## config.mk

```make
export PLATFORM = sky130hd
export DESIGN_NAME = seg_scan_flat
export DESIGN_NICKNAME = d
export VERILOG_FILES = /design/src/rtl/seg_pkg.sv /design/src/rtl/seg_scan_if.sv /design/src/rtl/seg_prescaler.sv /design/src/rtl/seg_scan.sv /design/src/flat_wrapper.sv
export SDC_FILE = /design/constraint.sdc
export NUM_CORES = 1
export LEC_CHECK = 0
export ABC_AREA = 1
export ABC_CLOCK_PERIOD_IN_PS = 2160
export CAP_MARGIN = 20
export CORE_ASPECT_RATIO = 1.75
export CORE_MARGIN = 10
export CORE_UTILIZATION = 30
export DETAILED_ROUTE_END_ITERATION = 7
export GPL_ROUTABILITY_DRIVEN = 0
export PLACE_DENSITY_LB_ADDON = 0.3
export SETUP_SLACK_MARGIN = 0.2
export SLEW_MARGIN = 40
export SYNTH_ARGS = -nofsm -noshare
export SYNTH_HDL_FRONTEND = slang
export SYNTH_SLANG_ARGS = --single-unit
```

## constraint.sdc

```tcl
create_clock -name clk -period 2.16 [get_ports clk]
set_clock_uncertainty 0.1 [all_clocks]
set_input_delay 0.54 -clock clk [delete_from_list [all_inputs] [get_ports clk]]
set_output_delay 0.54 -clock clk [all_outputs]
set_load 0.01 [all_outputs]
```

## src/rtl/seg_pkg.sv

```systemverilog
// seg_pkg: shared constants, types and the leading-zero blanking rule for the digit scanner
package seg_pkg;
  localparam int NUM_DIGITS = 4;
  localparam int DIGIT_W = 4;
  localparam int DEFAULT_DIV = 50000;
  localparam int SEL_W = $clog2(NUM_DIGITS);
  localparam int VAL_W = NUM_DIGITS * DIGIT_W;
  typedef logic [SEL_W-1:0] sel_t;
  typedef logic [DIGIT_W-1:0] digit_t;
  typedef logic [VAL_W-1:0] val_t;
  function automatic logic blanked(val_t d, sel_t k, logic lz);
    return lz && k != '0 && (d >> (DIGIT_W * int'(k))) == '0;
  endfunction
endpackage

```

## src/rtl/seg_scan_if.sv

```systemverilog
// seg_scan_if: host-side load/display bundle of the digit scanner
interface seg_scan_if;
  import seg_pkg::*;
  logic en_i;
  logic load_i;
  logic lz_blank_i;
  val_t value_i;
  logic load_ack_o;
  sel_t sel_o;
  digit_t bcd_o;
  logic digit_on_o;
  logic frame_start_o;
  modport master(output en_i, load_i, lz_blank_i, value_i,
                 input load_ack_o, sel_o, bcd_o, digit_on_o, frame_start_o);
  modport slave(input en_i, load_i, lz_blank_i, value_i,
                output load_ack_o, sel_o, bcd_o, digit_on_o, frame_start_o);
endinterface

```

## src/rtl/seg_prescaler.sv

```systemverilog
// seg_prescaler: dwell counter producing one tick every DIV enabled cycles
module seg_prescaler #(
  parameter int DIV = seg_pkg::DEFAULT_DIV
) (
  input  logic clk,
  input  logic rst_n,
  input  logic en,
  output logic tick
);
  localparam int CW = $clog2(DIV);
  logic [CW-1:0] cnt_q, cnt_d;
  assign tick = en && cnt_q == CW'(DIV - 1);
  assign cnt_d = tick ? '0 : en ? cnt_q + CW'(1) : cnt_q;
  always_ff @(posedge clk or negedge rst_n) begin
    if (!rst_n) cnt_q <= '0;
    else cnt_q <= cnt_d;
  end
endmodule

```

## src/rtl/seg_scan.sv

```systemverilog
// seg_scan: multiplexed 4-digit scan with frame-aligned value commit and leading-zero blanking
module seg_scan
  import seg_pkg::*;
#(
  parameter int DIV = DEFAULT_DIV
) (
  input logic clk,
  input logic rst_n,
  seg_scan_if.slave bus
);
  logic tick, wrap, commit;
  logic pend_q, pend_d, ack_q, on_q, on_d, fs_q;
  sel_t sel_q, sel_d;
  digit_t bcd_q, bcd_d;
  val_t disp_q, disp_d, shad_q, shad_d;
  seg_prescaler #(.DIV(DIV)) u_pre (.clk(clk), .rst_n(rst_n), .en(bus.en_i), .tick(tick));
  // outputs are derived from next-state so a commit shows at sel=0 in the wrap cycle
  always_comb begin
    wrap = tick && sel_q == sel_t'(NUM_DIGITS - 1);
    commit = wrap && pend_q;
    sel_d = tick ? sel_q + sel_t'(1) : sel_q;
    disp_d = commit ? shad_q : disp_q;
    shad_d = bus.load_i ? bus.value_i : shad_q;
    pend_d = bus.load_i || (pend_q && !commit);
    bcd_d = disp_d[DIGIT_W*int'(sel_d) +: DIGIT_W];
    on_d = bus.en_i && !blanked(disp_d, sel_d, bus.lz_blank_i);
  end
  always_ff @(posedge clk or negedge rst_n) begin
    if (!rst_n) begin
      sel_q <= '0;
      disp_q <= '0;
      shad_q <= '0;
      pend_q <= 1'b0;
      ack_q <= 1'b0;
      bcd_q <= '0;
      on_q <= 1'b0;
      fs_q <= 1'b0;
    end else begin
      sel_q <= sel_d;
      disp_q <= disp_d;
      shad_q <= shad_d;
      pend_q <= pend_d;
      ack_q <= commit;
      bcd_q <= bcd_d;
      on_q <= on_d;
      fs_q <= wrap;
    end
  end
  assign bus.sel_o = sel_q;
  assign bus.bcd_o = bcd_q;
  assign bus.digit_on_o = on_q;
  assign bus.frame_start_o = fs_q;
  assign bus.load_ack_o = ack_q;
endmodule

```

## src/flat_wrapper.sv

```systemverilog
// flat-port wrapper written by rule: the top's interface ports become plain ports
module seg_scan_flat import seg_pkg::*;
#(
  parameter int DIV = DEFAULT_DIV
)
  (clk, rst_n, bus_en_i, bus_load_i, bus_lz_blank_i, bus_value_i, bus_load_ack_o, bus_sel_o, bus_bcd_o, bus_digit_on_o, bus_frame_start_o);
  seg_scan_if bus_i ();
  input logic clk;
  input logic rst_n;
  input wire logic [$bits(bus_i.en_i)-1:0] bus_en_i;
  input wire logic [$bits(bus_i.load_i)-1:0] bus_load_i;
  input wire logic [$bits(bus_i.lz_blank_i)-1:0] bus_lz_blank_i;
  input wire logic [$bits(bus_i.value_i)-1:0] bus_value_i;
  output wire logic [$bits(bus_i.load_ack_o)-1:0] bus_load_ack_o;
  output wire logic [$bits(bus_i.sel_o)-1:0] bus_sel_o;
  output wire logic [$bits(bus_i.bcd_o)-1:0] bus_bcd_o;
  output wire logic [$bits(bus_i.digit_on_o)-1:0] bus_digit_on_o;
  output wire logic [$bits(bus_i.frame_start_o)-1:0] bus_frame_start_o;
  assign bus_i.en_i = bus_en_i;
  assign bus_i.load_i = bus_load_i;
  assign bus_i.lz_blank_i = bus_lz_blank_i;
  assign bus_i.value_i = bus_value_i;
  assign bus_load_ack_o = bus_i.load_ack_o;
  assign bus_sel_o = bus_i.sel_o;
  assign bus_bcd_o = bus_i.bcd_o;
  assign bus_digit_on_o = bus_i.digit_on_o;
  assign bus_frame_start_o = bus_i.frame_start_o;
  seg_scan #(.DIV(DIV)) u_core (.clk(clk), .rst_n(rst_n), .bus(bus_i));
endmodule
```

==> metrics.yaml, run 1 <==
power:
  power.internal_w: 0.00257
  p_sw_frac: 0.254
  pwr_density_cell_nw_per_um2: 809
  clock_power_share: 0.463
  p_comb_frac: 0.157
  power.switching_w: 0.000874
  irDropWorstVdd_mv: 0.432
  power_w: 0.00344
  p_leak_nw: 2.07
  pwr-share-seq: 0.380
synthesis:
  async_flop_share: 1.00
  ys.warnings.count: 0
  ys_seq_elements: 58
  synth_area_leaders: "dfrtp_1 50%, nand2_1 10%, mux2_2 5.8%"
  syn_area_per_cell_um2: 8.69
  yosysSeqAreaShare: 0.500
  syn-num-nets: 357
  synth.cell_area_um2: 2900
  yosysTopAreaCell: "dfrtp_1"
  synth_ff_type: "dfrtp_1"
  synth_most_common_cell: "nand2_1"
  synth_edf_count: 0
  synthCells: 334
  ys_types: 28
  synth_top_area_frac: 0.500
  synth_common_cells: "81 x nand2_1, 58 x dfrtp_1, 40 x inv_1, 31 x nor2_1, 27 x nand3_1"
routing:
  wl_per_cell_um: 13.9
  vias_per_cell: 4.65
  routed_wl_um: 7600
  drc_errors: 0
  vias: 2540
  firstDrtPassIters: 4
  detail_route.iter0.violations: 138
  ant_nets: 0
clocking:
  clock_sinks: 58
  clock-root-buffer: "clkbuf_16"
  ctsHtreeMaxLevel: 3
  cts_hold_buf: 0
  cts_tree: "built"
  cts_buffer_depth: 2
  cts_made_buffers: 9
  clk_pin_slew_ns: 0.05
  insertion_delay_ns: 0.33
timing:
  finalMaxSlewViolations: 0
  fmax_mhz: 456
  post-route-period-util: 1.02
  setup_violations: 1
  fin_crit_ns: 2.19
  worst_slack_ns: -0.0329
  hold_violations: 0
  relSlewSlack: 0.689
  worst_pin_slew_ns: 0.466
  rsz0062_at_grt: "true"
final_layout:
  fin_area_um2: 4250
  layoutNonFillerInstCount: 546
  area_growth_pct: 46.6
  nFillCells: 903
  drive_above_1_share: 0.377
  layout.nets: 442
  diodes: 0
worst_setup_path:
  slowest_stage: "dfrtp_1"
  required_ns: 2.28
  slowest_delay_ns: 0.40
  crit_arrival_ns: 2.31
  path_delay_family: "simple AND/OR/NAND/NOR gates"
  cp-end-kind: "flop"
  rr_worst_depth: 18
  path_depth: 18
  startpoint_type: "flop"
  critPathMaxFanout: 8
  critPathKind: "flop to flop"
  timing.critical_path.buf_inv: 4
  crit_chain: "ha_4, nand2_2, nor2_2, nand2_2, nor2_4, buf_12, buf_8, buf_12, nand4_1, nand2_1, nand2_1, nand2_1, inv_1, nand2_2, nor2_1, nand3_1, nor2_1, nor2_1"
floorplan:
  coreArea_um2: 9470
  initial_core_util: 0.306
  io_pins: 30
  dieArea_um2: 14200
  die_w_um: 94.3
  rows: 47
  die_h_um: 150
worst_hold_path:
  hold_path_class: "input port to asynchronous set/reset pin"
outcome:
  status: "finished, violations left"
  violations: "negative setup slack"
grt:
  grt_max_degree: 59
  groute.usage.overall: 0.112
  grt_pass1_vias: 2574
  grt_pass1_wl_um: 12300
  overflow: 0
  antenna_found_initial: 0
placement:
  hpwl_um: 5450
  dpl_cell_area_um2: 3580
  dp.cells: 513
  port_buffers: 29
job:
  maxCapViolCount: 0
## state kept, by name, summed over array words and instances, names as in the netlist
register,count
u_core.disp_q,16
u_core.shad_q,16
u_core.u_pre.cnt_q,16
u_core.bus.bcd_o,4
u_core.bus.sel_o,2
u_core.bus.digit_on_o,1
u_core.bus.frame_start_o,1
u_core.bus.load_ack_o,1
u_core.pend_q,1
## final cells by class
type / instances / area (um^2) / share of cell area
Clock inverter: 6 / 105 / 0.0247
Tap cell: 122 / 153 / 0.0359
Clock buffer: 10 / 229 / 0.0538
Timing Repair Buffer: 81 / 728 / 0.171
Sequential cell: 58 / 1450 / 0.342
Inverter: 41 / 156 / 0.0368
Multi-Input combinational cell: 228 / 1430 / 0.336
## layout by cell type (no fill, tap or decap), types with 4 or more instances in the layout
master	synthesis	layout
a21oi_1	9	9
buf_4	0	45
nor2_2	2	9
nand3_2	0	9
nand4_1	12	12
inv_1	40	33
nand2_4	1	4
mux2_2	15	15
nand2_1	81	68
nand2_2	17	27
nand3_1	27	18
inv_2	1	7
clkbuf_16	0	9
nor2_1	31	22
dfrtp_1	58	57
o21ai_0	8	6
clkdlybuf4s50_1	0	25
nand4_2	6	6
## layer usage
metal / up-vias / GRT usage / routed length, um
li1: 1258 / - / -
met1: 1224 / 0.107 / 2740
met2: 38 / 0.201 / 4290
met3: 20 / 0.0324 / 257
met4: 0 / 0.0725 / 309
met5: - / 0 / 0
## what timing repair did
action | in CTS | in global routing
gates resized for setup | 18 | 50
hold endpoints to repair | 0 | 0
setup buffers | 3 | 12
pin swaps | 8 | 23
setup endpoints to repair | 12 | 8
gates cloned | 2 | 0
## final timing paths
kind / slack, ns / end / start
max: -0.03 / u_core.bus.digit_on_o / u_core.u_pre.cnt_q[1]
min: 0.11 / u_core.u_pre.cnt_q[9] / rst_n
max in group asynchronous: 1.58 / u_core.bus.bcd_o[2] / rst_n
max reg2reg: -0.03 / u_core.bus.digit_on_o / u_core.u_pre.cnt_q[1]
min reg2reg: 0.38 / u_core.disp_q[0] / u_core.disp_q[0]
min in group clk: 0.38 / u_core.disp_q[0] / u_core.disp_q[0]
## power by group through the flow
stage	registers [W]	clock network (W)	logic, W
3_5_place_dp	0.00131	0	0.000475
2_1_floorplan	0.00130	0	0.000258
4_1_cts	0.00130	0.00163	0.000490
3_3_place_gp	0.00131	0	0.000465
6_report	0.00131	0.00159	0.000541
5_1_grt	0.00132	0.00169	0.000601
## kinds of logic after synthesis
| group | share of synthesized area |
|---|---|
| DFF | 0.500 |
| adders and majority gates | 0.00862 |
| AOI/OAI and AO/OA | 0.0388 |
| xor gates and xnor gates | 0.00906 |
| muxes | 0.0582 |
| buffers and inverters | 0.0763 |
| and+or+nand+nor | 0.309 |
## stage by stage
step                      setup TNS, ns  setup slack, ns   util  hold WS, ns
after global routing             -0.258           -0.182  0.449        0.137
after detailed placement          -4.17           -0.585  0.378        0.367
final                           -0.0329          -0.0329  0.449        0.112
after CTS                       -0.0191          -0.0191  0.426        0.129
after floorplan                       0            0.196      -        0.144
after global placement            -3.76           -0.544  0.378        0.358
No activity file was read; power rests on OpenSTA's default activity.
==> run 2: changes to the inputs <==
--- a/config.mk
+++ b/config.mk
@@ -8,6 +8,8 @@
 export ABC_AREA = 1
 export ABC_CLOCK_PERIOD_IN_PS = 2160
 export CAP_MARGIN = 20
+export CELL_PAD_IN_SITES_DETAIL_PLACEMENT = 1
+export CELL_PAD_IN_SITES_GLOBAL_PLACEMENT = 2
 export CORE_ASPECT_RATIO = 1.75
 export CORE_MARGIN = 10
 export CORE_UTILIZATION = 30
==> metrics.yaml, run 2 (same netlist as run 1, synthesis figures left out) <==
final_layout:
  top_regs: "u_core.disp_q x16, u_core.shad_q x16, u_core.u_pre.cnt_q x16"
  final_common_cell: "nand2_1"
  area_growth_pct: 53.1
  fin_area_um2: 4440  # +4.4%
  drive_above_1_share: 0.411  # +0.0332
  layout.nets: 454  # +2.7%
  mostFrequentLayoutCells: "60 x nand2_1, 58 x dfrtp_1, 52 x buf_4, 34 x inv_1, 29 x nand2_2"
  diodes: 0  # unchanged
  nFillCells: 1110  # +23%
routing:
  vias: 2588  # +1.9%
  drc_errors: 0  # unchanged
  detail_route.iter0.violations: 42  # -70%
  ant_nets: 0  # unchanged
  vias_per_cell: 4.64  # -0.30%
  routed_wl_um: 8850  # +16%
  wl_per_cell_um: 15.9  # +14%
  firstDrtPassIters: 4  # unchanged
timing:
  finalMaxSlewViolations: 0  # unchanged
  relSlewSlack: 0.769  # +0.0791
  hold_violations: 0  # unchanged
  fmax_mhz: 455  # -0.32%
  setup_violations: 1  # unchanged
  rsz0062_at_grt: "true"
  post-route-period-util: 1.02  # +0.00323
  worst_slack_ns: -0.0399  # -0.00699 ns
  fin_crit_ns: 2.20  # +0.00699 ns
  worst_pin_slew_ns: 0.347  # -0.119 ns
grt:
  groute.usage.overall: 0.135  # +0.0228
  grt_max_degree: 59  # unchanged
  overflow: 0  # unchanged
  grt_pass1_wl_um: 14700  # +20%
  grt_pass1_vias: 3047  # +18%
  antenna_found_initial: 0  # unchanged
worst_hold_path:
  hold_path_class: "input port to asynchronous set/reset pin"
floorplan:
  dieArea_um2: 14200  # unchanged
  die_w_um: 94.3  # unchanged
  die_h_um: 150  # unchanged
  initial_core_util: 0.306  # unchanged
  io_pins: 30  # unchanged
  rows: 47  # unchanged
  coreArea_um2: 9470  # unchanged
clocking:
  clock-root-buffer: "clkbuf_16"
  cts_made_buffers: 9  # unchanged
  insertion_delay_ns: 0.32  # about the same
  ctsHtreeMaxLevel: 3  # unchanged
  clock_sinks: 58  # unchanged
  cts_buffer_depth: 2  # unchanged
  clk_pin_slew_ns: 0.05  # about the same
  cts_tree: "built"
  cts_hold_buf: 0  # unchanged
job:
  maxCapViolCount: 0  # unchanged
power:
  clock_power_share: 0.424  # -0.039
  pwr-share-seq: 0.382  # +0.002
  power.internal_w: 0.00246  # -4.0%
  p_sw_frac: 0.267  # +0.0131
  p_comb_frac: 0.195  # +0.038
  irDropWorstVdd_mv: 0.445  # +2.8%
  p_leak_nw: 2.16  # +4.4%
  power.switching_w: 0.000898  # +2.8%
  pwr_density_cell_nw_per_um2: 757  # -6.5%
worst_setup_path:
  rr_worst_depth: 18  # unchanged
  required_ns: 2.31  # +0.03 ns
  crit-reg2reg-launch: "u_core.u_pre.cnt_q[7]"
  crit_arrival_ns: 2.35  # +0.04 ns
  critPathMaxFanout: 7  # -1
  cp-end-kind: "flop"
  r2r_setup_slack_ns: -0.04  # about the same
  critPathKind: "flop to flop"
  startpoint_type: "flop"
  r2r_end: "u_core.bus.digit_on_o"
outcome:
  violations: "negative setup slack"
  status: "finished, violations left"
placement:
  port_buffers: 29  # unchanged
  hpwl_um: 6390  # +17%
  dpl_cell_area_um2: 3690  # +3.3%
  post-place-ws_ns: -0.625  # -0.0391 ns
-- run 2: changes by cell type in the layout (fill, tap and decap cells not counted), moves of 3 or more --
| cell | delta |
|---|---|
| buf_6 | +5 |
| nor2_1 | -3 |
| nand3_2 | -3 |
| nor2_4 | +3 |
| buf_4 | +7 |
| nand2_1 | -8 |
| nand2_4 | +5 |
-- run 2: worst max-delay path, cell delays in order (launching register included) --
cell	delay, ns
dfrtp_1	0.39
inv_2	0.07
nand2_2	0.08
nor2_4	0.13
nand2_1	0.09
nor2_4	0.19
buf_6	0.17
buf_12	0.11
buf_16	0.11
nand4_1	0.10
nand2_2	0.12
nand2_2	0.07
nand2_2	0.08
inv_2	0.04
nand2_2	0.07
nor2_2	0.04
nand3_1	0.07
nor2_1	0.04
nor2_1	0.08
-- run 2: how the worst max path moves through the flow --
stage                          start               endpoint  cells after the start
2_1_floorplan  u_core.u_pre.cnt_q[0]  u_core.bus.digit_on_o                     15
3_3_place_gp                bus_en_i  u_core.bus.digit_on_o                     15
3_5_place_dp                bus_en_i  u_core.bus.digit_on_o                     15
4_1_cts        u_core.u_pre.cnt_q[0]  u_core.bus.digit_on_o                     17
5_1_grt        u_core.u_pre.cnt_q[7]  u_core.bus.digit_on_o                     17
6_report       u_core.u_pre.cnt_q[7]  u_core.bus.digit_on_o                     18
-- run 2: per-layer routing --
layer / global-route usage / part of all wire / wire length [um] / vias to the layer above
li1: - / - / - / 1274
met1: 0.126 / 0.35 / 3130 / 1266
met2: 0.261 / 0.59 / 5210 / 32
met3: 0.0289 / 0.023 / 204 / 16
met4: 0.0672 / 0.034 / 300 / 0
met5: 0 / 0 / 0 / -
-- run 2: stage by stage --
step / power (W) / hold slack [ns] / utilization / TNS [ns] / std cells
3_5_place_dp: 0.00190 / 0.358 / 0.390 / -4.68 / 527
2_1_floorplan: 0.00156 / 0.144 / - / 0 / 334
5_1_grt: 0.00356 / 0.128 / 0.469 / -0.604 / 558
3_3_place_gp: 0.00188 / 0.356 / 0.390 / -4.65 / 527
4_1_cts: 0.00338 / 0.134 / 0.455 / -0.149 / 555
6_report: 0.00336 / 0.107 / 0.469 / -0.0399 / 558
-- run 2: repair_timing --
item | CTS | global route
setup buffers | 10 | 3
gates cloned | 2 | 0
gates resized for setup | 50 | 40
pin swaps | 25 | 17
setup endpoints to repair | 12 | 12
-- run 2: power groups by stage --
stage	Sequential (W)	Clock (W)	Combinational, W
3_3_place_gp	0.00129	0	0.000593
4_1_cts	0.00128	0.00147	0.000634
6_report	0.00128	0.00142	0.000654
5_1_grt	0.00130	0.00153	0.000732
2_1_floorplan	0.00130	0	0.000258
3_5_place_dp	0.00130	0	0.000608
-- run 2: cell type report --
| type | count | area, um^2 | share of cell area |
|---|---|---|---|
| tap | 122 | 153 | 0.0344 |
| inverter | 41 | 156 | 0.0352 |
| clock inverter | 2 | 35.0 | 0.00789 |
| clock buffer | 14 | 264 | 0.0594 |
| sequential | 58 | 1450 | 0.327 |
| timing repair buffer | 94 | 870 | 0.196 |
| multi-input combinational | 227 | 1510 | 0.341 |
